[src/rtl/bs_gnrt.sv]
// bs_gnrt: multi-bus packet generator that pops packets from device FIFOs and pushes them to the addressed devices
// Ports:
//   clk     rising-edge system clock
//   reset   synchronous active-high reset
//   pndng   per bus/device: output FIFO non-empty, head valid on D_pop
//   push    per bus/device: one-cycle write strobe into the device input FIFO
//   pop     per bus/device: one-cycle read strobe to the device output FIFO
//   D_pop   per bus/device: head packet of the device output FIFO
//   D_push  per bus/device: captured packet, valid where push=1
module bs_gnrt #(
    parameter int         bits      = 1,
    parameter int         drvrs     = 4,
    parameter int         pckg_sz   = 16,
    parameter logic [7:0] broadcast = 8'hFF
) (
    input  logic                                     clk,
    input  logic                                     reset,
    input  logic [bits-1:0][drvrs-1:0]               pndng,
    output logic [bits-1:0][drvrs-1:0]               push,
    output logic [bits-1:0][drvrs-1:0]               pop,
    input  logic [bits-1:0][drvrs-1:0][pckg_sz-1:0]  D_pop,
    output logic [bits-1:0][drvrs-1:0][pckg_sz-1:0]  D_push
);
    localparam int GW = drvrs > 1 ? $clog2(drvrs) : 1;
    typedef enum logic [1:0] {IDLE, POP, PUSH} st_t;
    genvar b;
    generate
        for (b = 0; b < bits; b++) begin : g_bus
            st_t                st;
            logic [GW-1:0]      grant, nxt;
            logic [drvrs-1:0]   sel, tgt, pop_r, push_r;
            logic [pckg_sz-1:0] pkt, head;
            logic [7:0]         dest;
            assign head = D_pop[b][grant];
            assign dest = head[pckg_sz-1 -: 8];
            // descending scan so the smallest offset after the last grant wins
            always_comb begin
                nxt = grant;
                sel = '0;
                tgt = '0;
                for (int i = drvrs; i >= 1; i--)
                    if (pndng[b][(int'(grant) + i) % drvrs]) nxt = GW'((int'(grant) + i) % drvrs);
                for (int j = 0; j < drvrs; j++) begin
                    sel[j] = int'(nxt) == j;
                    tgt[j] = (dest == broadcast) ? (j != int'(grant)) : (int'(dest) == j);
                end
            end
            always_ff @(posedge clk) begin
                if (reset) begin
                    st     <= IDLE;
                    pop_r  <= '0;
                    push_r <= '0;
                    pkt    <= '0;
                    grant  <= GW'(drvrs - 1);
                end else begin
                    case (st)
                        IDLE: begin
                            push_r <= '0;
                            if (|pndng[b]) begin
                                grant <= nxt;
                                pop_r <= sel;
                                st    <= POP;
                            end
                        end
                        POP: begin
                            pop_r  <= '0;
                            pkt    <= head;
                            push_r <= tgt;
                            st     <= PUSH;
                        end
                        PUSH: begin
                            push_r <= '0;
                            st     <= IDLE;
                        end
                        default: st <= IDLE;
                    endcase
                end
            end
            assign pop[b]    = pop_r;
            assign push[b]   = push_r;
            assign D_push[b] = {drvrs{pkt}};
        end
    endgenerate
endmodule

[config.mk]
export PLATFORM = sky130hd
export DESIGN_NAME = bs_gnrt
export DESIGN_NICKNAME = d
export VERILOG_FILES = /design/src/rtl/bs_gnrt.sv
export SDC_FILE = /design/constraint.sdc
export NUM_CORES = 1
export LEC_CHECK = 0
export ABC_AREA = 1
export ABC_CLOCK_PERIOD_IN_PS = 2000
export BUFFER_PORTS_ARGS = -buffer_cell sky130_fd_sc_hd__buf_2
export CORE_MARGIN = 2
export CORE_UTILIZATION = 40
export DETAILED_ROUTE_END_ITERATION = 8
export PLACE_DENSITY = 0.74
export SLEW_MARGIN = 25
export SYNTH_ARGS = -nofsm -noshare
export SYNTH_HDL_FRONTEND = slang
export SYNTH_SLANG_ARGS = --single-unit
[constraint.sdc]
create_clock -name clk -period 2 [get_ports clk]
set_clock_uncertainty 0.05 [all_clocks]
set_input_delay 0.4 -clock clk [delete_from_list [all_inputs] [get_ports clk]]
set_output_delay 0.4 -clock clk [all_outputs]
set_load 0.005 [all_outputs]
Word level (Yosys, flattened, before mapping)
Index checks and enable logic that the tools add are counted.

Equal/unequal tests: 13. Add/subtract/negate cells: 4. Reduce and logical (&&, ||, !) cells: 14. Bitwise logic cells: 4. Magnitude comparators: 5. Muxes and demuxes: 27.

Operators by type and width (count): $bmux 16 s2 (1); $eq 8x3->1 const B (2); $lt 3x4->1 const B (4); $mux 16 (1); $pmux 4 s2 (2); $mux 1 (12); $mux 2 (5); $reduce_or 2->1 (5); $bmux 1 s2 (4); $eq 8x2->1 const B (1); $eq 8x8->1 const B (1); $logic_not 8->1 (1); $eq 2x2->1 const B (3); $reduce_bool 2->1 (3); $add 2x1->2 const B (2); $add 2x2->2 const B (2); $and 1x1->1 const A (4); $eq 2x1->1 const B (2); $logic_not 2->1 (2); $mux 4 (1); $ne 2x2->1 const A (2); $pmux 2 s2 (1); $reduce_and 2->1 (2); $reduce_or 4->1 (1); other kinds (3) (3).

Input bits: 70. Logic and storage cells: 72. Flip-flop bits (word level): 28. Output and inout port bits: 72.

Longest topological paths before layout
Depth after elaboration: 13. Depth in mapped cells: 14.

Least setup slack after synthesis
No wires, ideal clock.

Kind: register to register. Start: register g_bus[0].grant[0]. End: register g_bus[0].pop_r[1], in the netlist pop[1]. Buffers on the path: 3. Data arrival time: 1.934 ns. Cell stages (with the launch flop): 15. Data required time: 1.880 ns. Setup time: 0.070 ns. Setup slack: -0.054 ns. Cell sequence: dfxtp_1 > inv_2 > buf_4 > buf_2 > buf_2 > ha_1 > inv_1 > nand3_1 > nand2_1 > inv_2 > nand2_1 > nand2_1 > nand2_1 > nand3_1 > a21oi_1.

Word-level cells in the longest chain between the ends: 11. Elaborated cells on any way between the ends: 23.

Ends and longest elaborated chain: start, declared (RTL line 30) `logic [GW-1:0] grant, nxt;`; start signal, assigned (RTL line 54) `grant <= GW'(drvrs - 1);`; start signal, assigned (RTL line 60) `grant <= nxt;`; $add 2x1->2 (RTL line 42) `if (pndng[b][(int'(grant) + i) % drvrs]) nxt = GW'((int'(grant) + i) % drvrs);`; $bmux 1 s2 (RTL line 42); $mux 1 (implied by the code) (2 in a row) (RTL line 42); $mux 2 (3 in a row) (RTL line 42); $mux 2 * (RTL line 42); $eq 2x2->1 * (RTL line 44) `sel[j] = int'(nxt) == j;`; $mux 4 * (RTL line 59) `if (|pndng[b]) begin`; $pmux 4 s2 * (RTL line 56) `case (st)`; end signal, assigned (RTL line 61) `pop_r <= sel;`; end, declared (RTL line 31) `logic [drvrs-1:0] sel, tgt, pop_r, push_r;`.

Every way passes the cells marked *; elsewhere a longest branch is shown, timed or not. The select of a mux whose other input is x is not followed. A chain may end at the register's enable or synchronous reset.

Worst setup path after layout
Start: register g_bus[0].grant[0]. End: register g_bus[0].push_r[3], in the netlist push[3].

Word-level cells in the longest chain between the ends: 5. Elaborated cells on any way between the ends: 7.

Ends and longest elaborated chain: $bmux 16 s2 (RTL line 34) `assign head = D_pop[b][grant];`; $mux 16 (implied by the code) (RTL line 34); $eq 8x3->1 / $eq 8x8->1 (equally long branches) (RTL line 45) `tgt[j] = (dest == broadcast) ? (j != int'(grant)) : (int'(dest) == j);`; $mux 1 * (RTL line 45); $pmux 4 s2 * (RTL line 56); end signal, assigned (RTL line 68) `push_r <= tgt;`; end, declared (RTL line 31).

Marks and branches as above.

==> metrics <==
outcome=finished clean; GRT Util Overall=16.7%; clock power share=16.7%; Netlist Area Pre-Place=0.00234 mm2; cell at the root of the clock tree=sky130_fd_sc_hd__clkbuf_8; detailed route wirelength on metal3=262 um; data required time of the critical path=2.16 ns; area growth from synthesis to final layout=19.8%; number of buffers created by CTS=3; via count of the first global-routing pass=2141; setup repair after global routing missed its margin=false; net count after synthesis=455; Detailed Route WL=5850 um; number of warnings issued by yosys=0; number of hold buffers added after CTS=0; maximum number of pins on one net before global-route repair=41; area occupied by multi-input gates=0.00121 mm2; remaining routing DRC violations=0; minimum clock period after layout=1.74 ns; Die Ht=80.4 um; sequential group share of total power=26.9%; endpoint kind of the worst setup timing path=register; maximum root-to-sink buffer count=2; proportion of power drawn by combinational gates=56.4%; number of antenna-violating nets in the routed design=0; synthesized area divided by synthesized cell count=6.13 um2; IR drop worst, VDD=0.516 mV; Pins Over Slew Limit=0; leakage power figure=1.66 nW; clock net sink count=28; ratio of final minimum period to clock period=87.1%; Peak Freq=574 MHz; core box area=0.00557 mm2; hold violation total from the final report=0; max capacitance violation total=0; power per cell area=941 mW/mm2; final setup violation count=0; Met2 Routed Length=2980 um; # H-tree levels=1; slew at the pin with the worst max-slew slack=0.384 ns; switching fraction of total power=43.5%; Power Total=0.00263 W; share of cells above drive strength 1=36.5%; register clock-pin slew on the reported worst setup and hold paths=0.09 ns; register area=562 um2; detail-routed net length per standard cell=10.8 um; setup repair bufs after CTS=0; Slowest cell on crit path=sky130_fd_sc_hd__buf_4; switching power summed over all nets=0.00115 W; Vias/cell=4.79; antenna violations before repair=0; Top delay family on crit path=simple AND/OR/NAND/NOR gates; worst hold-check path type=reg2reg; final cell utilization of the core=50.2%; count of standard-cell rows=27; count of boundary I/O pins=142; leading cell types by total area after synthesis=sky130_fd_sc_hd__dfxtp_1 (24%), sky130_fd_sc_hd__nand2_1 (17%), sky130_fd_sc_hd__buf_4 (17%); effective utilization at floorplan=41.9%; wire length of the first global-routing pass=8960 um; number of synthesized register bits=28; count of unique library cells instantiated by Yosys=25; maximum single-stage delay on the critical path=0.35 ns; Gates resized, CTS repair=0; iteration-0 DRC count of the detailed router=92; total half-perimeter wirelength after legalization and detailed placement=4730 um; number of diodes added for antenna fixing=0; TritonCTS clock tree=yes; Worst Path Arrival=1.90 ns; detailed-routing wirelength on met1=2570 um; cell-internal power=0.00149 W; Overflow after GRT=0; cells along the critical path=buf_4, nand2_1, nand2_1, nand2_1, nand2_2, nand2_2, nor2_4, nand2_2, nand2_1, nand3_1, a21oi_1; floorplan die area=0.00647 mm2; CP Max Fanout=40; post-synthesis instance total=381; cell repeated most along the worst path=sky130_fd_sc_hd__nand2_1; number of detailed-route iterations in the first pass=4; Placer Congestion=0.882; Buffers on Ports=141; number of nets in the layout=543; CP Launch Type=register; clock insertion delay at the later pin of the skew report=0.27 ns; setup_tns=0 ns; Worst Path Class, Setup=reg2reg; via total after detailed routing=2584; post-synth top area cell=sky130_fd_sc_hd__dfxtp_1; worst path bufs/invs=1; area fraction of the dominant cell type after synthesis=24.0%; worst slew margin relative to its limit=74.4%; register area share after synthesis=24.0%; highest routed layer=met4; number of inserted filler cells in the final layout=602; width of the die=80.4 um
[power groups by stage]
| stage | combinational, W | clock [W] | sequential (W) |
|---|---|---|---|
| final | 0.00149 | 0.000440 | 0.000708 |
| after global routing | 0.00169 | 0.000468 | 0.000728 |
| after CTS | 0.00149 | 0.000445 | 0.000710 |
| after detailed placement | 0.00149 | 0 | 0.000723 |
| after global placement | 0.00146 | 0 | 0.000718 |
| after floorplan | 0.00122 | 0 | 0.000738 |
[through the flow]
| step | std cells | setup WS (ns) | hold slack [ns] | instance area [um2] |
|---|---|---|---|---|
| detailed placement | 536 | 0.271 | 0.406 | 2730 |
| CTS | 540 | 0.252 | 0.419 | 2800 |
| global route | 540 | 0.0300 | 0.436 | 2800 |
| floorplan | 381 | 0.0677 | 0.410 | 2350 |
| finish | 540 | 0.257 | 0.419 | 2800 |
| global placement | 536 | 0.358 | 0.403 | 2730 |
[Yosys cell counts]
master	count
sky130_fd_sc_hd__o22ai_1	8
sky130_fd_sc_hd__nand2_1	107
sky130_fd_sc_hd__or2_2	1
sky130_fd_sc_hd__a21boi_1	1
sky130_fd_sc_hd__a21oi_1	17
sky130_fd_sc_hd__o21ai_0	33
sky130_fd_sc_hd__o211ai_1	1
sky130_fd_sc_hd__ha_1	4
sky130_fd_sc_hd__nor2_4	2
sky130_fd_sc_hd__nand4_1	2
sky130_fd_sc_hd__buf_6	3
sky130_fd_sc_hd__nand2_2	6
sky130_fd_sc_hd__nand3_2	2
sky130_fd_sc_hd__buf_4	53
sky130_fd_sc_hd__nor2_1	41
sky130_fd_sc_hd__clkbuf_1	2
sky130_fd_sc_hd__inv_1	23
sky130_fd_sc_hd__inv_2	4
sky130_fd_sc_hd__buf_2	6
sky130_fd_sc_hd__clkinv_1	1
sky130_fd_sc_hd__dfxtp_1	28
sky130_fd_sc_hd__buf_1	1
sky130_fd_sc_hd__nor4_1	1
sky130_fd_sc_hd__nor2_2	1
sky130_fd_sc_hd__nand3_1	33
[final timing paths]
kind	start	endpoint	slack, ns	cells after the start
worst max-delay path	g_bus[0].grant[0]	push[3]	0.26	11
worst min-delay path	pop[1]	pop[1]	0.42	2
worst max register to register	g_bus[0].grant[0]	push[3]	0.26	11
worst min register to register	pop[1]	pop[1]	0.42	2
[logic make-up after synthesis]
| kind of cell | Yosys count | synth area share (%) |
|---|---|---|
| flops | 28 | 24.0 |
| compound gates | 60 | 13.5 |
| fa+ha+maj | 4 | 2.14 |
| buf+inv | 93 | 24.7 |
| simple gates | 196 | 35.6 |
[per-layer routing]
layer	track usage [%]	up-vias
li1	-	1343
met4	3.39	0
met1	20.8	1172
met3	2.13	5
met5	0	-
met2	30.7	64
[worst min-delay path, stage by stage (launching register included)]
cell                      delay [ns]
sky130_fd_sc_hd__dfxtp_1        0.32
sky130_fd_sc_hd__nand2_1        0.06
sky130_fd_sc_hd__a21oi_1        0.05
[layout by cell type, fill, tap and decap left out]
| master | netlist | routed |
|---|---|---|
| sky130_fd_sc_hd__nor2_4 | 2 | 2 |
| sky130_fd_sc_hd__nand3_2 | 2 | 2 |
| sky130_fd_sc_hd__ha_1 | 4 | 3 |
| sky130_fd_sc_hd__nand3_1 | 33 | 33 |
| sky130_fd_sc_hd__ha_4 | 0 | 1 |
| sky130_fd_sc_hd__clkinv_1 | 1 | 1 |
| sky130_fd_sc_hd__nor2_2 | 1 | 2 |
| sky130_fd_sc_hd__a21boi_1 | 1 | 1 |
| sky130_fd_sc_hd__inv_1 | 23 | 23 |
| sky130_fd_sc_hd__nand2_2 | 6 | 6 |
| sky130_fd_sc_hd__nor2_1 | 41 | 40 |
| sky130_fd_sc_hd__nor4_1 | 1 | 1 |
| sky130_fd_sc_hd__o21ai_0 | 33 | 33 |
| sky130_fd_sc_hd__bufinv_16 | 0 | 1 |
| sky130_fd_sc_hd__nand4_1 | 2 | 2 |
| sky130_fd_sc_hd__o22ai_1 | 8 | 8 |
| sky130_fd_sc_hd__buf_2 | 6 | 141 |
| sky130_fd_sc_hd__dfxtp_1 | 28 | 27 |
| sky130_fd_sc_hd__clkbuf_8 | 0 | 3 |
| sky130_fd_sc_hd__o211ai_1 | 1 | 1 |
| sky130_fd_sc_hd__inv_2 | 4 | 4 |
| sky130_fd_sc_hd__nand2_1 | 107 | 107 |
| sky130_fd_sc_hd__or2_2 | 1 | 1 |
| sky130_fd_sc_hd__dfxtp_2 | 0 | 1 |
| sky130_fd_sc_hd__a21oi_1 | 17 | 17 |
| sky130_fd_sc_hd__buf_4 | 53 | 7 |
[sequential cells by signal, indices dropped and copies added, names as in the netlist]
name,count
g_bus.grant,2
g_bus.pkt,16
g_bus.st,2
pop,4
push,4
[layout make-up]
class,instances,share of cell area (%)
Sequential cell,28,20.1
Multi-Input combinational cell,260,43.3
Clock buffer,3,1.48
Clock inverter,1,1.07
Timing Repair Buffer,148,27.1
Tap cell,72,3.22
Inverter,28,3.76
No activity file was read; power rests on OpenSTA's default activity.
